`src/rtl/ex_muldiv_unit.sv`:
```
// Iterative multiply/divide unit for the execute stage: one shift-add or restoring
// subtract step per cycle, producing {Hi,Lo} with a stall request while it works.
module ex_muldiv_unit #(
  parameter int WIDTH = 32
) (
  input  logic               Clk,
  input  logic               Reset,
  input  logic               StartIn,
  input  logic [1:0]         OpIn,
  input  logic [WIDTH-1:0]   ReadData1In,
  input  logic [WIDTH-1:0]   ReadData2In,
  input  logic               FlushIn,
  output logic               BusyOut,
  output logic               DoneOut,
  output logic [2*WIDTH-1:0] HiLoOut,
  output logic               DivZeroOut
);

  // state | meaning
  // Idle  | waiting for a mult/div instruction in EX
  // Run   | one iteration per cycle, WIDTH iterations total
  // Done  | result presented for one cycle while the pipeline advances
  typedef enum logic [1:0] {Idle, Run, Done} stateT;

  localparam int CW = $clog2(WIDTH);

  stateT              state, nextState;
  logic [CW-1:0]      count;
  logic [1:0]         opReg;
  logic [WIDTH:0]     hiAcc;
  logic [WIDTH-1:0]   loAcc;
  logic [WIDTH-1:0]   operand;
  logic               negResult, negRem, divZeroPending;
  logic [2*WIDTH-1:0] hiLoReg;
  logic               divZeroReg;

  logic               signedIn, divisorZero, startOk;
  logic [WIDTH-1:0]   absA, absB;
  logic [WIDTH:0]     mulSum, divShift, divDiff;
  logic [2*WIDTH-1:0] prodMag, prodFix, result;
  logic [WIDTH-1:0]   quotFix, remFix;

  assign signedIn    = ~OpIn[0];
  assign divisorZero = OpIn[1] & (ReadData2In == '0);
  assign startOk     = StartIn & ~FlushIn;
  assign absA        = (signedIn && ReadData1In[WIDTH-1]) ? -ReadData1In : ReadData1In;
  assign absB        = (signedIn && ReadData2In[WIDTH-1]) ? -ReadData2In : ReadData2In;

  // Multiply: multiplier sits in loAcc and shifts out LSB-first into the accumulator.
  assign mulSum   = loAcc[0] ? (hiAcc + {1'b0, operand}) : hiAcc;
  // Divide: partial remainder is one bit wider so the borrow shows up in the MSB.
  assign divShift = {hiAcc[WIDTH-1:0], loAcc[WIDTH-1]};
  assign divDiff  = divShift - {1'b0, operand};

  assign prodMag = {hiAcc[WIDTH-1:0], loAcc};
  assign prodFix = negResult ? -prodMag : prodMag;
  assign quotFix = negResult ? -loAcc : loAcc;
  assign remFix  = negRem ? -hiAcc[WIDTH-1:0] : hiAcc[WIDTH-1:0];
  assign result  = divZeroPending ? {loAcc, {WIDTH{1'b1}}} :
                   opReg[1]       ? {remFix, quotFix} : prodFix;

  always_ff @(posedge Clk) begin
    if (!Reset) state <= Idle;
    else        state <= nextState;
  end

  always_comb begin
    nextState  = state;
    BusyOut    = 1'b0;
    DoneOut    = 1'b0;
    HiLoOut    = hiLoReg;
    DivZeroOut = divZeroReg;
    case (state)
      Idle: begin
        if (startOk) begin
          BusyOut   = 1'b1;
          nextState = divisorZero ? Done : Run;
        end
      end
      Run: begin
        BusyOut = 1'b1;
        if (FlushIn)                         nextState = Idle;
        else if (count == CW'(WIDTH - 1))    nextState = Done;
      end
      Done: begin
        nextState = Idle;
        if (!FlushIn) begin
          DoneOut    = 1'b1;
          HiLoOut    = result;
          DivZeroOut = divZeroPending;
        end
      end
      default: nextState = Idle;
    endcase
  end

  always_ff @(posedge Clk) begin
    if (!Reset) begin
      count          <= '0;
      opReg          <= '0;
      hiAcc          <= '0;
      loAcc          <= '0;
      operand        <= '0;
      negResult      <= 1'b0;
      negRem         <= 1'b0;
      divZeroPending <= 1'b0;
      hiLoReg        <= '0;
      divZeroReg     <= 1'b0;
    end else begin
      case (state)
        Idle: begin
          if (startOk) begin
            count          <= '0;
            opReg          <= OpIn;
            hiAcc          <= '0;
            // A zero divisor keeps the raw dividend so it can be returned in Hi.
            loAcc          <= divisorZero ? ReadData1In : absA;
            operand        <= absB;
            negResult      <= signedIn & (ReadData1In[WIDTH-1] ^ ReadData2In[WIDTH-1]);
            negRem         <= signedIn & ReadData1In[WIDTH-1];
            divZeroPending <= divisorZero;
          end
        end
        Run: begin
          count <= count + CW'(1);
          if (opReg[1]) begin
            if (!divDiff[WIDTH]) begin
              hiAcc <= divDiff;
              loAcc <= {loAcc[WIDTH-2:0], 1'b1};
            end else begin
              hiAcc <= divShift;
              loAcc <= {loAcc[WIDTH-2:0], 1'b0};
            end
          end else begin
            hiAcc <= {1'b0, mulSum[WIDTH:1]};
            loAcc <= {mulSum[0], loAcc[WIDTH-1:1]};
          end
        end
        Done: begin
          if (!FlushIn) begin
            hiLoReg    <= result;
            divZeroReg <= divZeroPending;
          end
        end
        default: ;
      endcase
    end
  end

endmodule

```
`config.mk`:
```
export PLATFORM = sky130hd
export DESIGN_NAME = ex_muldiv_unit
export DESIGN_NICKNAME = d
export VERILOG_FILES = /design/src/rtl/ex_muldiv_unit.sv
export SDC_FILE = /design/constraint.sdc
export NUM_CORES = 1
export LEC_CHECK = 0
export ABC_AREA = 1
export CORE_MARGIN = 3
export CORE_UTILIZATION = 50
export DETAILED_ROUTE_END_ITERATION = 12
export GPL_TIMING_DRIVEN = 0
export MAX_ROUTING_LAYER = met4
export PLACE_DENSITY = 0.77
export SYNTH_ARGS = -nofsm -noshare
export SYNTH_HDL_FRONTEND = slang
export SYNTH_SLANG_ARGS = --single-unit
export TNS_END_PERCENT = 1
```
`constraint.sdc`:
```
create_clock -name Clk -period 3.65 [get_ports Clk]
set_clock_uncertainty 0.15 [all_clocks]
set_input_delay 0.73 -clock Clk [delete_from_list [all_inputs] [get_ports Clk]]
set_output_delay 0.73 -clock Clk [all_outputs]
set_load 0.05 [all_outputs]
```
==> key figures <==
Logic synthesis
  • Post-synthesis simple-gate area fraction: 0.3876
  • Largest family of logic cells by synthesized area: simple AND/OR/NAND/NOR gates
  • Post-synthesis compound-gate area fraction: 0.1889
  • Synth unique cells: 50
  • Synth Area in XOR/XNOR: 0.03602
  • Synthesized-area fraction occupied by adder cells: 0.05455
  • Async set-reset flop share out of synthesis: 0
  • Synthesized cell area: roughly 17000 sq um
  • Sequential area share after synthesis: 0.2035
  • Syn_nets: 3187
  • Number of flops mapped to enable cells by yosys: 0
  • Mapped Cells: 3044
  • Ys flop type: dfxtp_1
  • Multiplexer area fraction after synthesis: 0
  • Mean post-synth cell area: 5.591 sq um
  • Synth warn: 0
  • Register bit total from synthesis: 173

Routing
  • DR vias/cell: 5.966
  • Final routed DRC violation total: 0
  • Via count: 21920
  • Routed Antenna Nets: 0
  • Detailed Routing Iterations Pass 1: 10
  • WL/cell: 21.80 um
  • Initial DRC Count: 2951
  • Total routed wirelength: 80100 um

Setup path
  • CP startpoint kind: flip-flop
  • Req. time, crit path: 2.77 ns
  • CP top delay family: buffers and inverters
  • Worst endpoint data arrival time: 2.85 ns
  • Maximum fanout along the worst path: 10
  • Worst reg2reg path endpoint: hiAcc[10]
  • CP Cell Sequence: clkbuf_1 > clkbuf_1 > a21oi_1 > nand2_1 > nand2_1 > buf_4
  • Worst R2R Setup Slack: -0.04 ns
  • Critical path capture point type: output port
  • Slowest cell delay on critical path: 0.64 ns
  • Crit path depth: 6
  • Crit path to: HiLoOut[58]
  • Critical path launch point: divZeroPending
  • Crit Path Category: flip-flop to output port
  • R2r startpoint: operand[18]
  • R2R depth: 17
  • Worst path bufs/invs: 3
  • Crit path max-delay cell type: clkbuf_1

Clocking
  • Clock sinks: approximately 170
  • Clock-pin slew on the worst setup and hold paths: 0.07 ns
  • Post-CTS Hold Buffers: 0
  • Clock Tree Root: clkbuf_16
  • Clock tree buffer depth: 2
  • # H-tree levels: 4
  • CTS tree: done
  • CTS Buf Count: 17
  • Clock latency on the worst-skew pair: between 0.4 and 0.5 ns

Finish
  • Most common cell after layout, fill and taps aside: nand2_1
  • Layout area overhead: 18.64%
  • Final Non-Filler Cells: 3674
  • Most frequent cells in the layout: nand2_1, inv_1, a21oi_1
  • Filler cell count: approximately 3300
  • Layout cell share with drive strength beyond 1: 0.1025
  • Design area: 20190 sq um
  • Final Net Count: 3360

STA
  • Period utilisation layout: 1.021
  • RSZ-0062 raised after global routing: yes
  • Period minus WS final: around 3.7 ns
  • Final setup fails: 14
  • Setup WS post-layout: -0.07610 ns
  • Least-Margin Pin Slew: roughly 1.1 ns
  • Final hold vios: 0
  • Relative slew margins: 0.2890
  • Fmax: 268.4 MHz
  • Hold_ws: 0.3234 ns
  • Pins Over Slew Limit: 0

Run status
  • Failing checks: negative setup slack
  • Status: finished with violations

Placed design
  • Total placed instance area: 18920 sq um
  • IO buf count: around 140
  • Placed cell count: between 3000 and 4000
  • Detailed Place HPWL: 64730 um
  • Placer Congestion: 1.101

Worst hold path
  • Worst hold path class: flip-flop to flip-flop
  • Hold Crit Start: hiLoReg[61]

Floorplan
  • Row count: 66
  • Chip Width: 190.5 um
  • Core area: 33030 sq um
  • Die ar.: 36290 sq um
  • # IOs: approximately 140
  • Initial Util: 0.5153
  • Die Y: roughly 190 um

Global routing
  • First-pass GRT wire length: 117500 um
  • Largest net degree at the start of global routing: 17
  • Overall routing resource usage: 0.4377
  • Gr ovfl total: 0
  • Vias in the first global route: 19856
  • Initial antenna violation count: 3

Power and ir drop
  • PwrDens: 313.9 nW/um^2
  • Peak VDD IR: 0.3477 mV
  • Power consumption: 6.338 mW
  • Static Leakage: 10.32 nW

Flow run
  • MaxCap Viol Count: 0
-- power breakdown --
group	internal [mW]	switching (mW)	total, mW
Clock	1.05	0.864	1.92
Combinational	0.712	1.59	2.30
Sequential	1.96	0.161	2.12
Total	3.73	2.61	6.34
-- routing by layer --
metal | routed length [um] | part of all wire | up-vias | GRT usage
li1 | - | - | 10133 | -
met1 | 31010 | 0.39 | 9865 | 0.5428
met2 | 33460 | 0.42 | 1562 | 0.6633
met3 | 10110 | 0.13 | 360 | 0.1048
met4 | 5527 | 0.069 | 0 | 0.2261
met5 | 0 | 0 | - | -
-- through the flow --
stage / setup slack (ns) / util / setup TNS, ns
2_1_floorplan: 0.2230 / - / 0
3_3_place_gp: -1.459 / 0.5729 / -86.99
3_5_place_dp: -1.524 / 0.5729 / -89.49
4_1_cts: -0.05426 / 0.6042 / -0.1897
5_1_grt: -0.1364 / 0.6113 / -3.111
6_report: -0.07610 / 0.6113 / -0.4866
-- kinds of logic after synthesis --
| logic type | after synthesis |
|---|---|
| AND/OR/NAND/NOR | 1558 |
| flip-flops | 173 |
| buffers and inverters | 573 |
| XOR/XNOR | 70 |
| adder cells (fa/ha/maj) | 73 |
| AO/OA/AOI/OAI | 597 |
-- registers in the layout (all words and copies together) (netlist names) --
register	cells
operand	32
opReg	1
divZeroReg	1
count	5
hiLoReg	64
divZeroPending	1
state	2
negResult	1
hiAcc	33
loAcc	32
negRem	1
-- cell type report --
| class | count | area [sq um] | area share |
|---|---|---|---|
| inverter | 459 | 1743 | 0.08631 |
| clock buffer | 20 | 456.7 | 0.02262 |
| multi-input combinational | 2298 | 11750 | 0.5821 |
| tap | 442 | 553.0 | 0.02739 |
| antenna | 3 | 7.507 | 0.0003718 |
| clock inverter | 11 | 135.1 | 0.006692 |
| timing repair buffer | 156 | 1449 | 0.07175 |
| sequential | 173 | 3557 | 0.1762 |
| buffer | 112 | 538.0 | 0.02664 |
-- worst reg2reg max path: cells and delay by family (launching register included) --
kind | cells | cell delay, ns
AOI/OAI and AO/OA | 4 | 0.68
adders and majority gates | 2 | 0.75
buffers and inverters | 3 | 0.45
DFF | 1 | 0.50
and+or+nand+nor | 8 | 1.12
-- Yosys cell counts, types with 5 or more instances --
cell,count,share of area
xor2_1,49,0.025
and2_1,20,0.0074
clkbuf_1,72,0.016
a31oi_1,6,0.0022
o22ai_1,17,0.0062
buf_2,21,0.0062
inv_1,447,0.099
a21o_1,5,0.0022
o21ai_0,189,0.056
dfxtp_1,173,0.20
nor4_1,7,0.0026
o22a_1,12,0.0062
a21oi_1,307,0.090
buf_1,18,0.0040
or2_2,8,0.0029
nor2_1,269,0.059
nor2_2,16,0.0059
nand4_1,18,0.0066
ha_1,71,0.052
nor3_1,22,0.0065
o221ai_1,7,0.0036
o21ai_1,15,0.0044
xnor2_1,21,0.011
nand2_1,902,0.20
nand3b_1,20,0.0088
inv_2,11,0.0024
nand3_1,244,0.072
o211ai_1,15,0.0066
or2_1,7,0.0026
-- how the worst min path moves through the flow --
stage	to	depth (start not counted)	slack, ns
6_report	hiLoReg[61]	2	0.32
5_1_grt	hiLoReg[39]	2	0.34
4_1_cts	hiLoReg[61]	2	0.32
3_5_place_dp	divZeroReg	2	0.31
3_3_place_gp	count[3]	1	0.30
2_1_floorplan	count[3]	1	0.29
-- what timing repair did --
item / 4_1_cts / 5_1_grt
gates resized for setup: 384 / 98
setup endpoints to repair: 110 / 81
pin swaps: 11 / 15
setup buffers: 10 / 11
cloned: 0 / 0
Note: power is estimated with default switching activity, not from simulation.
